$ cat src/rtl/gps_sig_gen_if.sv
// Control, navigation-data and sample signals of the synthetic GPS L1 C/A source.
// The controller or testbench drives the master side and the generator takes the slave side.
interface gps_sig_gen_if;
    logic               start;
    logic               stop;
    logic [5:0]         prn;
    logic [9:0]         code_phase_init;
    logic signed [15:0] doppler_omega;
    logic               nav_en;
    logic               nav_bit;
    logic               nav_req;
    logic               adc_clk;
    logic               i_sample;
    logic               q_sample;
    logic               epoch;
    logic [9:0]         chip_count;
    logic               busy;
    logic               err;

    modport master (
        output start, stop, prn, code_phase_init, doppler_omega, nav_en, nav_bit,
        input  nav_req, adc_clk, i_sample, q_sample, epoch, chip_count, busy, err
    );

    modport slave (
        input  start, stop, prn, code_phase_init, doppler_omega, nav_en, nav_bit,
        output nav_req, adc_clk, i_sample, q_sample, epoch, chip_count, busy, err
    );
endinterface

$ cat src/rtl/gps_sig_gen.sv
// Synthetic GPS L1 C/A baseband source: one Gold-code PRN with a code NCO, a Doppler LO
// and optional nav-data modulation, emitting 1-bit I/Q on an adc_clk strobe.
module gps_sig_gen #(
    parameter int unsigned CODE_NCO_OMEGA = 67027,
    parameter int unsigned SAMPLE_DIV     = 4,
    parameter int unsigned EPOCHS_PER_BIT = 20
) (
    input logic          clk,
    input logic          rst,
    gps_sig_gen_if.slave bus
);
    localparam int DIV_W   = $clog2(SAMPLE_DIV);
    localparam int EPOCH_W = (EPOCHS_PER_BIT > 1) ? $clog2(EPOCHS_PER_BIT) : 1;
    localparam logic [DIV_W-1:0]   DIV_LAST   = DIV_W'(SAMPLE_DIV - 1);
    localparam logic [DIV_W-1:0]   DIV_HALF   = DIV_W'(SAMPLE_DIV / 2);
    localparam logic [EPOCH_W-1:0] EPOCH_LAST = EPOCH_W'(EPOCHS_PER_BIT - 1);
    localparam logic [9:0]         LAST_CHIP  = 10'd1022;

    typedef enum logic [1:0] {IDLE, LOAD, RUN} state_t;

    state_t             state;
    logic [10:1]        g1, g2, taps;
    logic [10:1]        g1_adv, g2_adv;
    logic [9:0]         slew;
    logic [17:0]        code_acc, code_sum;
    logic               code_carry;
    logic [15:0]        phase, dop;
    logic [DIV_W-1:0]   div;
    logic [EPOCH_W-1:0] epoch_cnt;
    logic               data_bit, nav_en_l;
    logic               chip, s;
    logic               prn_ok;

    // G2 tap pair per PRN, returned as a two-hot mask over G2[10:1].
    function automatic logic [10:1] tap_mask(input logic [5:0] p);
        logic [3:0] t1, t2;
        case (p)
            6'd1:    begin t1 = 4'd2; t2 = 4'd6;  end
            6'd2:    begin t1 = 4'd3; t2 = 4'd7;  end
            6'd3:    begin t1 = 4'd4; t2 = 4'd8;  end
            6'd4:    begin t1 = 4'd5; t2 = 4'd9;  end
            6'd5:    begin t1 = 4'd1; t2 = 4'd9;  end
            6'd6:    begin t1 = 4'd2; t2 = 4'd10; end
            6'd7:    begin t1 = 4'd1; t2 = 4'd8;  end
            6'd8:    begin t1 = 4'd2; t2 = 4'd9;  end
            6'd9:    begin t1 = 4'd3; t2 = 4'd10; end
            6'd10:   begin t1 = 4'd2; t2 = 4'd3;  end
            6'd11:   begin t1 = 4'd3; t2 = 4'd4;  end
            6'd12:   begin t1 = 4'd5; t2 = 4'd6;  end
            6'd13:   begin t1 = 4'd6; t2 = 4'd7;  end
            6'd14:   begin t1 = 4'd7; t2 = 4'd8;  end
            6'd15:   begin t1 = 4'd8; t2 = 4'd9;  end
            6'd16:   begin t1 = 4'd9; t2 = 4'd10; end
            6'd17:   begin t1 = 4'd1; t2 = 4'd4;  end
            6'd18:   begin t1 = 4'd2; t2 = 4'd5;  end
            6'd19:   begin t1 = 4'd3; t2 = 4'd6;  end
            6'd20:   begin t1 = 4'd4; t2 = 4'd7;  end
            6'd21:   begin t1 = 4'd5; t2 = 4'd8;  end
            6'd22:   begin t1 = 4'd6; t2 = 4'd9;  end
            6'd23:   begin t1 = 4'd1; t2 = 4'd3;  end
            6'd24:   begin t1 = 4'd4; t2 = 4'd6;  end
            6'd25:   begin t1 = 4'd5; t2 = 4'd7;  end
            6'd26:   begin t1 = 4'd6; t2 = 4'd8;  end
            6'd27:   begin t1 = 4'd7; t2 = 4'd9;  end
            6'd28:   begin t1 = 4'd8; t2 = 4'd10; end
            6'd29:   begin t1 = 4'd1; t2 = 4'd6;  end
            6'd30:   begin t1 = 4'd2; t2 = 4'd7;  end
            6'd31:   begin t1 = 4'd3; t2 = 4'd8;  end
            6'd32:   begin t1 = 4'd4; t2 = 4'd9;  end
            default: begin t1 = 4'd2; t2 = 4'd6;  end
        endcase
        return (10'b1 << (t1 - 4'd1)) | (10'b1 << (t2 - 4'd1));
    endfunction

    always_comb begin
        g1_adv                 = {g1[9:1], g1[3] ^ g1[10]};
        g2_adv                 = {g2[9:1], g2[2] ^ g2[3] ^ g2[6] ^ g2[8] ^ g2[9] ^ g2[10]};
        chip                   = g1[10] ^ (^(g2 & taps));
        s                      = chip ^ (data_bit & nav_en_l);
        {code_carry, code_sum} = {1'b0, code_acc} + 19'(CODE_NCO_OMEGA);
        prn_ok                 = (bus.prn != 6'd0) && (bus.prn <= 6'd32);
    end

    // Stop shares the reset path for the outputs but leaves the channel setup untouched.
    always_ff @(posedge clk) begin
        if (!rst) begin
            state          <= IDLE;
            g1             <= '1;
            g2             <= '1;
            taps           <= '0;
            slew           <= '0;
            code_acc       <= '0;
            phase          <= '0;
            dop            <= '0;
            div            <= '0;
            epoch_cnt      <= '0;
            data_bit       <= 1'b0;
            nav_en_l       <= 1'b0;
            bus.adc_clk    <= 1'b0;
            bus.i_sample   <= 1'b0;
            bus.q_sample   <= 1'b0;
            bus.epoch      <= 1'b0;
            bus.nav_req    <= 1'b0;
            bus.busy       <= 1'b0;
            bus.err        <= 1'b0;
            bus.chip_count <= '0;
        end else begin
            bus.epoch   <= 1'b0;
            bus.nav_req <= 1'b0;
            bus.err     <= 1'b0;
            if (bus.stop) begin
                state          <= IDLE;
                bus.busy       <= 1'b0;
                bus.adc_clk    <= 1'b0;
                bus.i_sample   <= 1'b0;
                bus.q_sample   <= 1'b0;
                bus.chip_count <= '0;
            end else begin
                case (state)
                    IDLE: begin
                        if (bus.start && prn_ok) begin
                            state          <= LOAD;
                            bus.busy       <= 1'b1;
                            g1             <= '1;
                            g2             <= '1;
                            taps           <= tap_mask(bus.prn);
                            slew           <= (bus.code_phase_init > LAST_CHIP) ? LAST_CHIP
                                                                                : bus.code_phase_init;
                            bus.chip_count <= '0;
                            code_acc       <= '0;
                            phase          <= '0;
                            dop            <= bus.doppler_omega;
                            div            <= '0;
                            epoch_cnt      <= '0;
                            data_bit       <= 1'b0;
                            nav_en_l       <= bus.nav_en;
                        end else if (bus.start) begin
                            bus.err <= 1'b1;
                        end
                    end
                    LOAD: begin
                        if (slew != 10'd0) begin
                            g1             <= g1_adv;
                            g2             <= g2_adv;
                            bus.chip_count <= bus.chip_count + 10'd1;
                            slew           <= slew - 10'd1;
                        end
                        if (slew <= 10'd1) state <= RUN;
                    end
                    RUN: begin
                        div         <= (div == DIV_LAST) ? '0 : div + DIV_W'(1);
                        bus.adc_clk <= (div < DIV_HALF);
                        // LO quadrants (phase[15:14]) give I = 0,0,1,1 and Q = 0,1,1,0.
                        if (div == '0) begin
                            bus.i_sample <= s ^ phase[15];
                            bus.q_sample <= s ^ phase[15] ^ phase[14];
                            code_acc     <= code_sum;
                            phase        <= phase + dop;
                            if (code_carry && (bus.chip_count == LAST_CHIP)) begin
                                g1             <= '1;
                                g2             <= '1;
                                bus.chip_count <= '0;
                                bus.epoch      <= 1'b1;
                                if (epoch_cnt == EPOCH_LAST) begin
                                    epoch_cnt   <= '0;
                                    bus.nav_req <= 1'b1;
                                    data_bit    <= bus.nav_bit & nav_en_l;
                                end else begin
                                    epoch_cnt <= epoch_cnt + EPOCH_W'(1);
                                end
                            end else if (code_carry) begin
                                g1             <= g1_adv;
                                g2             <= g2_adv;
                                bus.chip_count <= bus.chip_count + 10'd1;
                            end
                        end
                    end
                    default: state <= IDLE;
                endcase
            end
        end
    end
endmodule

$ cat src/flat_wrapper.sv
// flat-port wrapper written by rule: the top's interface ports become plain ports
module gps_sig_gen_flat 
#(
    parameter int unsigned CODE_NCO_OMEGA = 67027,
    parameter int unsigned SAMPLE_DIV     = 4,
    parameter int unsigned EPOCHS_PER_BIT = 20
)
  (clk, rst, bus_start, bus_stop, bus_prn, bus_code_phase_init, bus_doppler_omega, bus_nav_en, bus_nav_bit, bus_nav_req, bus_adc_clk, bus_i_sample, bus_q_sample, bus_epoch, bus_chip_count, bus_busy, bus_err);
  gps_sig_gen_if bus_i ();
  input logic clk;
  input logic rst;
  input wire logic [$bits(bus_i.start)-1:0] bus_start;
  input wire logic [$bits(bus_i.stop)-1:0] bus_stop;
  input wire logic [$bits(bus_i.prn)-1:0] bus_prn;
  input wire logic [$bits(bus_i.code_phase_init)-1:0] bus_code_phase_init;
  input wire logic [$bits(bus_i.doppler_omega)-1:0] bus_doppler_omega;
  input wire logic [$bits(bus_i.nav_en)-1:0] bus_nav_en;
  input wire logic [$bits(bus_i.nav_bit)-1:0] bus_nav_bit;
  output wire logic [$bits(bus_i.nav_req)-1:0] bus_nav_req;
  output wire logic [$bits(bus_i.adc_clk)-1:0] bus_adc_clk;
  output wire logic [$bits(bus_i.i_sample)-1:0] bus_i_sample;
  output wire logic [$bits(bus_i.q_sample)-1:0] bus_q_sample;
  output wire logic [$bits(bus_i.epoch)-1:0] bus_epoch;
  output wire logic [$bits(bus_i.chip_count)-1:0] bus_chip_count;
  output wire logic [$bits(bus_i.busy)-1:0] bus_busy;
  output wire logic [$bits(bus_i.err)-1:0] bus_err;
  assign bus_i.start = bus_start;
  assign bus_i.stop = bus_stop;
  assign bus_i.prn = bus_prn;
  assign bus_i.code_phase_init = bus_code_phase_init;
  assign bus_i.doppler_omega = bus_doppler_omega;
  assign bus_i.nav_en = bus_nav_en;
  assign bus_i.nav_bit = bus_nav_bit;
  assign bus_nav_req = bus_i.nav_req;
  assign bus_adc_clk = bus_i.adc_clk;
  assign bus_i_sample = bus_i.i_sample;
  assign bus_q_sample = bus_i.q_sample;
  assign bus_epoch = bus_i.epoch;
  assign bus_chip_count = bus_i.chip_count;
  assign bus_busy = bus_i.busy;
  assign bus_err = bus_i.err;
  gps_sig_gen #(.CODE_NCO_OMEGA(CODE_NCO_OMEGA), .SAMPLE_DIV(SAMPLE_DIV), .EPOCHS_PER_BIT(EPOCHS_PER_BIT)) u_core (.clk(clk), .rst(rst), .bus(bus_i));
endmodule
$ cat config.mk
export PLATFORM = sky130hd
export DESIGN_NAME = gps_sig_gen_flat
export DESIGN_NICKNAME = d
export VERILOG_FILES = /design/src/rtl/gps_sig_gen_if.sv /design/src/rtl/gps_sig_gen.sv /design/src/flat_wrapper.sv
export SDC_FILE = /design/constraint.sdc
export NUM_CORES = 1
export LEC_CHECK = 0
export CORE_MARGIN = 4
export CORE_UTILIZATION = 59
export CTS_CLUSTER_DIAMETER = 60
export DETAILED_ROUTE_END_ITERATION = 8
export PLACE_DENSITY = 0.81
export RECOVER_POWER = 25
export SETUP_SLACK_MARGIN = 0.02
export SLEW_MARGIN = 15
export SYNTH_ARGS = -nofsm -noshare
export SYNTH_HDL_FRONTEND = slang
export SYNTH_SLANG_ARGS = --single-unit
$ cat constraint.sdc
create_clock -name clk -period 2.85 [get_ports clk]
set_input_delay 0.4275 -clock clk [delete_from_list [all_inputs] [get_ports clk]]
set_output_delay 0.4275 -clock clk [all_outputs]
set_load 0.05 [all_outputs]
==> results of run 1 <==
[sequential cells by signal, summed over array words and instances (netlist names), 2 cells and up]
register / count
u_core.dop: 16
u_core.code_acc: 18
u_core.slew: 10
u_core.phase: 16
u_core.div: 2
u_core.bus.chip_count: 10
u_core.epoch_cnt: 5
u_core.g2: 10
u_core.state: 2
u_core.g1: 10
u_core.taps: 10
[power by group]
group	internal [µW]	total [µW]	switching [µW]
combinational	224	532	309
sequential	1690	1720	36.2
clock	1480	2260	778
[logic make-up after synthesis]
| family | Yosys count | share of synthesized area [%] |
|---|---|---|
| buffers and inverters | 72 | 4.181 |
| AND/OR/NAND/NOR | 338 | 23.68 |
| adder cells (fa/ha/maj) | 33 | 6.244 |
| flip-flops | 118 | 35.09 |
| multiplexers | 8 | 1.208 |
| XOR/XNOR | 48 | 6.356 |
| AO/OA/AOI/OAI | 249 | 23.25 |
[critical path: stages, from the launching register on]
cell and delay (ns):
dfxtp_1 0.31, ha_1 0.24, fa_1 0.43, a21o_1 0.18
a21oi_1 0.20, o211ai_1 0.15, a2111oi_0 0.40, buf_4 0.19
o41ai_1 0.08, xor2_1 0.17, a22o_1 0.21
[cells in the mapped netlist, types with 4 or more instances]
cell       instances
xnor2_1           34
clkbuf_1          29
o31ai_1            7
a221oi_1           5
nand4_1           13
a2111oi_0          5
o21ai_0           50
and2_1            10
or3_1              9
nor4_1             4
dfxtp_1          118
ha_1              32
a211oi_1           7
buf_2              9
xor2_1            13
a21o_1             9
nor2_1            80
inv_1             31
a31oi_1            5
a21oi_1           97
nor3_1            30
a22oi_1            6
nand3_1           35
o211ai_1           9
mux2i_1            7
nand3b_1           4
nor2b_1           12
nand2_1          114
and3_1             4
a22o_1             6
nand2b_1          11
[worst max-delay path by stage]
stage | depth (start not counted) | slack (ns) | from | end
detailed placement | 10 | -0.11 | bus_prn[0] | u_core.bus.chip_count[6]
CTS | 10 | 0.15 | u_core.dop[0] | u_core.phase[12]
global route | 10 | 0.03 | u_core.dop[0] | u_core.phase[12]
finish | 10 | 0.16 | u_core.dop[0] | u_core.phase[12]
global placement | 11 | 0.01 | bus_prn[0] | u_core.epoch_cnt[3]
floorplan | 12 | 0.28 | bus_prn[0] | u_core.slew[3]
[final cells by class]
type	instances	area, µm²
Multi-Input combinational cell	676	4094
Fill cell	799	2784
Sequential cell	118	2362
Timing Repair Buffer	92	828.3
Clock buffer	19	442.9
Clock inverter	13	180.2
Tap cell	140	175.2
Inverter	31	116.4
[per-stage QoR]
stage	std cells	hold slack, ns	worst slack, ns	util [%]	area, µm²
finish	1089	0.4597	0.1595	74.65	8199
global route	1089	0.4750	0.02764	74.65	8199
CTS	1087	0.4627	0.1484	74.63	8197
detailed placement	1055	0.4525	-0.1061	68.96	7574
global placement	1055	0.4341	0.01119	68.96	7574
floorplan	866	0.4271	0.2793	-	6733
[layer usage]
layer / wire (µm) / part of all wire, % / vias to the layer above / track usage (%)
li1: - / - / 3229 / -
met1: 7461 / 42 / 3066 / 33.45
met2: 8692 / 49 / 273 / 47.26
met3: 1133 / 6.4 / 53 / 6.737
met4: 457 / 2.6 / 0 / 8.764
met5: 0 / 0 / - / 0
==> metrics.md, run 1 <==
| Metric | Value |
|---|---|
| Post-synth EDFFs | 0 |
| Gpl congestion | 0.9413 |
| Post_cts resized | 0 |
| WL/cell | 16.29 µm |
| Leak pwr | 0.003174 µW |
| Commonest non-fill, non-tap cell in the layout | dfxtp_1 |
| Worst Path Required | 3.16 ns |
| Gate Count Post-Synth | 866 |
| Overall power | 4514 µW |
| Gr ovfl total | 0 |
| Arr. time, crit path | 3.00 ns |
| Post-synthesis net count | 937 |
| Post-CTS Setup Bufs | 0 |
| Clock Tree Buf Depth | 2 |
| Fmax | 371.7 MHz |
| Min-delay src | u_core.g1[7] |
| Synthesized area per cell | 7.774 µm² |
| Core ar. | 10980 µm² |
| Post-Route WL | 17.75 mm |
| Asr flop ratio synth | 0% |
| Status | complete, no violations |
| Clock Sinks | 118 |
| Hold Path Depth | 2 |
| First DRT Iteration DRCs | 685 |
| Vias | 6621 |
| Max Slew Vio Count | 0 |
| Endpoints failing setup | 0 |
| Die width | 114.8 µm |
| Initial antenna violation count | 0 |
| Min-Delay Path Class | reg -> reg |
| Crit share post-route | 94.40% |
| Most frequent cells in the layout | dfxtp_1 (118), nand2_1 (114), a21oi_1 (97) |
| FF-to-FF path depth | 10 |
| Clock Skew | 0.007308 ns |
| Boundary Pins | 55 |
| H-tree depth | 4 |
| Main flop type after synthesis | dfxtp_1 |
| Post-route minimum period | 2.690 ns |
| Post-DP HPWL | 12.36 mm |
| Setup TNS | 0 ns |
| Slew @ Worst Pin | 0.6649 ns |
| Sequential share of the synthesized area | 35.09% |
| Total CTS buffers | 17 |
| DR DRC count | 0 |
| Synth area leaders | dfxtp_1 (35%), a21oi_1 (7.2%), nand2_1 (6.4%) |
| Hold Vio Cnt, Final | 0 |
| End of the worst hold path | u_core.g1[8] |
| Critical Path Sink Type | register |
| Final #Nets | 1007 |
| Unrepaired setup endpoints after global routing | no |
| Cell Rows | 38 |
| Starting Density | 61.30% |
| Startpoint types | register |
| Latest clock arrival within the worst-skew pair | 0.42 ns |
| TritonCTS clock tree | built |
| Max-cap violations | 0 |
| Layout cells sized above 1 | 8.746% |
| Synth unique cells | 68 |
| Syn-to-layout area delta | 21.78% |
| Vias per cell | 6.080 |
| Largest net degree at the start of global routing | 32 |
| Slew HR | 55.68% |
| Clk slew on worst S/H paths | 0.05 ns |
| Peak fanout along the critical path | 3 |
| WS Path Type | reg -> reg |
| Synth Cell Area | 6733 µm² |
| Total Routing Usage GR | 27.31% |
| Share of the synthesized area in the top cell type | 35.09% |
| Port Buffers | 54 |
| Vias in the first global route | 6376 |
| Flop-to-flop setup slack | 0.16 ns |
| Antenna-violating nets left | 0 |
| Post-synthesis register bit count | 118 |
| N_diodes | 0 |
| RR Endpoint | u_core.phase[12] |
| CTS Root Cell | clkbuf_16 |
| Syn. warnings | 0 |
| DIE AREA | 13180 µm² |
| Global-route wire length before repair | 29.46 mm |
| Hold_buf cts | 0 |
| PwrDens | 550.5 nW/µm² |
| Die Y | 114.8 µm |
| IR drop worst, VDD | 0.5016 mV |
| FF-to-FF Start | u_core.dop[0] |
| Synth area leader | dfxtp_1 |
| Drt pass-1 iters | 5 |
No activity file was read; power rests on OpenSTA's default activity.
==> inputs of run 2 (changes only) <==
--- a/config.mk
+++ b/config.mk
@@ -6,12 +6,10 @@
 export NUM_CORES = 1
 export LEC_CHECK = 0
 export CORE_MARGIN = 4
-export CORE_UTILIZATION = 59
+export CORE_UTILIZATION = 45
 export CTS_CLUSTER_DIAMETER = 60
 export DETAILED_ROUTE_END_ITERATION = 8
-export PLACE_DENSITY = 0.81
 export RECOVER_POWER = 25
-export SETUP_SLACK_MARGIN = 0.02
 export SLEW_MARGIN = 15
 export SYNTH_ARGS = -nofsm -noshare
 export SYNTH_HDL_FRONTEND = slang
==> metrics.md, run 2 (same netlist as run 1, synthesis figures left out) <==
| Metric | Value |
|---|---|
| Storage cell area | 2362 µm² (unchanged) |
| Post-route minimum period | 2.682 ns (-0.008512 ns) |
| Vias per cell | 5.564 (-8.5%) |
| Max-cap violations | 0 (unchanged) |
| Boundary Pins | 55 (unchanged) |
| Starting Density | 46.15% (-15 points) |
| Buf/Inv on CP | 1 (unchanged) |
| Cell Chain, Critical Path | ha_1 > fa_1 > a21o_1 > a21oi_1 > o211ai_1 > a2111oi_0 > buf_4 > o41ai_1 > xor2_1 > a22o_1 |
| Critical path's slowest cell | a2111oi_0 |
| Die Y | 130.3 µm (+13%) |
| Most frequent cells in the layout | dfxtp_1 (118), nand2_1 (114), a21oi_1 (97) |
| Vias in the first global route | 5880 (-7.8%) |
| Slew @ Worst Pin | 0.5129 ns (-0.1519 ns) |
| Critical Path Sink Type | register |
| Antenna-violating nets left | 0 (unchanged) |
| Largest reg by FF count | u_core.code_acc |
| Port Buffers | 54 (unchanged) |
| Cell Rows | 44 (+16%) |
| Cell family with most CP delay | compound AO/OA/AOI/OAI gates |
| First DRT Iteration DRCs | 290 (-58%) |
| Area taken by multi-input logic gates | 4085 µm² (-0.21%) |
| Core ar. | 14590 µm² (+33%) |
| Initial antenna violation count | 0 (unchanged) |
| Status | complete, no violations |
| Biggest regs | u_core.code_acc x18, u_core.dop x16, u_core.phase x16 |
| Min-Delay Path Class | reg -> reg |
| Post_cts resized | 0 (unchanged) |
| Gr ovfl total | 0 (unchanged) |
| FF-to-FF Start | u_core.dop[0] |
| Clock Skew | 0.009392 ns (+0.002084 ns) |
| Post-Route WL | 16.31 mm (-8.1%) |
| Hold Vio Cnt, Final | 0 (unchanged) |
| Post-CTS Setup Bufs | 0 (unchanged) |
| DR DRC count | 0 (unchanged) |
| Max Slew Vio Count | 0 (unchanged) |
| Crit share post-route | 94.10% (-0.30 points) |
| Global-route wire length before repair | 27.50 mm (-6.7%) |
| Fmax | 372.9 MHz (+0.32%) |
| Leak pwr | 0.003159 µW (-0.48%) |
| N_diodes | 0 (unchanged) |
| Unrepaired setup endpoints after global routing | no |
| Largest register FFs | 18 (unchanged) |
| Overall power | 4174 µW (-7.5%) |
| Largest stage delay on the critical path | 0.42 ns (about the same) |
| Syn-to-layout area delta | 22.02% |
| Critical Path Source | u_core.dop[0] |
| PwrDens | 508.1 nW/µm² (-7.7%) |
| WS Path Type | reg -> reg |
| Hold WS | 0.4531 ns (-0.006549 ns) |
| Clock Tree Buf Depth | 2 (unchanged) |
| Latest clock arrival within the worst-skew pair | 0.42 ns (about the same) |
| Arr. time, crit path | 2.99 ns (about the same) |
| Worst Path Required | 3.16 ns (about the same) |
| Total CTS buffers | 17 (unchanged) |
| Total Routing Usage GR | 19.90% (-7.4 points) |
| Die width | 130.3 µm (+13%) |
| CTS Root Cell | clkbuf_16 |
| DIE AREA | 16980 µm² (+29%) |
| Clk slew on worst S/H paths | 0.05 ns (about the same) |
| Final #Nets | 1012 (+0.50%) |
| Slew HR | 65.49% (+9.8 points) |
| Peak fanout along the critical path | 3 (unchanged) |
| Vias | 6304 (-4.8%) |
| IR drop worst, VDD | 0.5790 mV (+15%) |
| Hold_buf cts | 0 (unchanged) |
| TritonCTS clock tree | built |
| Commonest non-fill, non-tap cell in the layout | dfxtp_1 |
| Clock Sinks | 118 (unchanged) |
| WL/cell | 14.40 µm (-12%) |
| Largest net degree at the start of global routing | 32 (unchanged) |
| Min-delay src | u_core.slew[6] |
| FILL cells | 1348 (+69%) |
| Gpl congestion | 0.8967 (-4.7%) |
| Endpoints failing setup | 0 (unchanged) |
| Startpoint types | register |
| Drt pass-1 iters | 5 (unchanged) |
| H-tree depth | 4 (unchanged) |
| Layout cells sized above 1 | 8.325% (-0.42 points) |
| Post-DP HPWL | 12.05 mm (-2.5%) |
## run 2: area by class of cell
cell class                      count  share of cell area, %
Inverter                           31                  1.416
Tap cell                          184                  2.802
Timing Repair Buffer               97                  10.84
Clock buffer                       23                  6.183
Multi-Input combinational cell    676                  49.73
Sequential cell                   118                  28.75
Clock inverter                      4                 0.2741
## run 2: worst reg2reg max path: stages (launching register included)
cell and delay, ns:
dfxtp_1 0.31, ha_1 0.24, fa_1 0.42, a21o_1 0.17, a21oi_1 0.20, o211ai_1 0.16
a2111oi_0 0.42, buf_4 0.19, o41ai_1 0.08, xor2_1 0.17, a22o_1 0.20
## run 2: metrics by stage
step | utilization (%) | cell area (µm²) | TNS [ns] | instances | setup slack [ns]
after global placement | 52.91 | 7719 | -0.05067 | 1106 | -0.02213
after floorplan | - | 6733 | 0 | 866 | 0.2793
after detailed placement | 52.91 | 7719 | -0.1804 | 1106 | -0.03735
after global routing | 56.31 | 8215 | 0 | 1133 | 0.01884
final | 56.31 | 8215 | 0 | 1133 | 0.1680
after CTS | 56.54 | 8249 | 0 | 1133 | 0.1830
## run 2: routing by layer
| metal | up-vias | routed length [µm] | track usage (%) |
|---|---|---|---|
| li1 | 3239 | - | - |
| met1 | 2949 | 7935 | 26.10 |
| met2 | 98 | 7560 | 32.35 |
| met3 | 18 | 558 | 4.339 |
| met4 | 0 | 254 | 6.968 |
| met5 | - | 0 | 0 |
## run 2: path summary, 6_finish.rpt
kind / endpoint / slack, ns / depth (start not counted)
max: u_core.phase[14] / 0.17 / 10
min reg2reg: u_core.slew[6] / 0.45 / 1
max reg2reg: u_core.phase[14] / 0.17 / 10
min: u_core.slew[6] / 0.45 / 1
## run 2: report_power, final
part / switching [µW] / internal, µW / leakage, µW
registers: 33.9 / 1690 / 0.000955
logic: 297 / 232 / 0.00194
clock network: 704 / 1220 / 0.000265
total: 1030 / 3140 / 0.00316
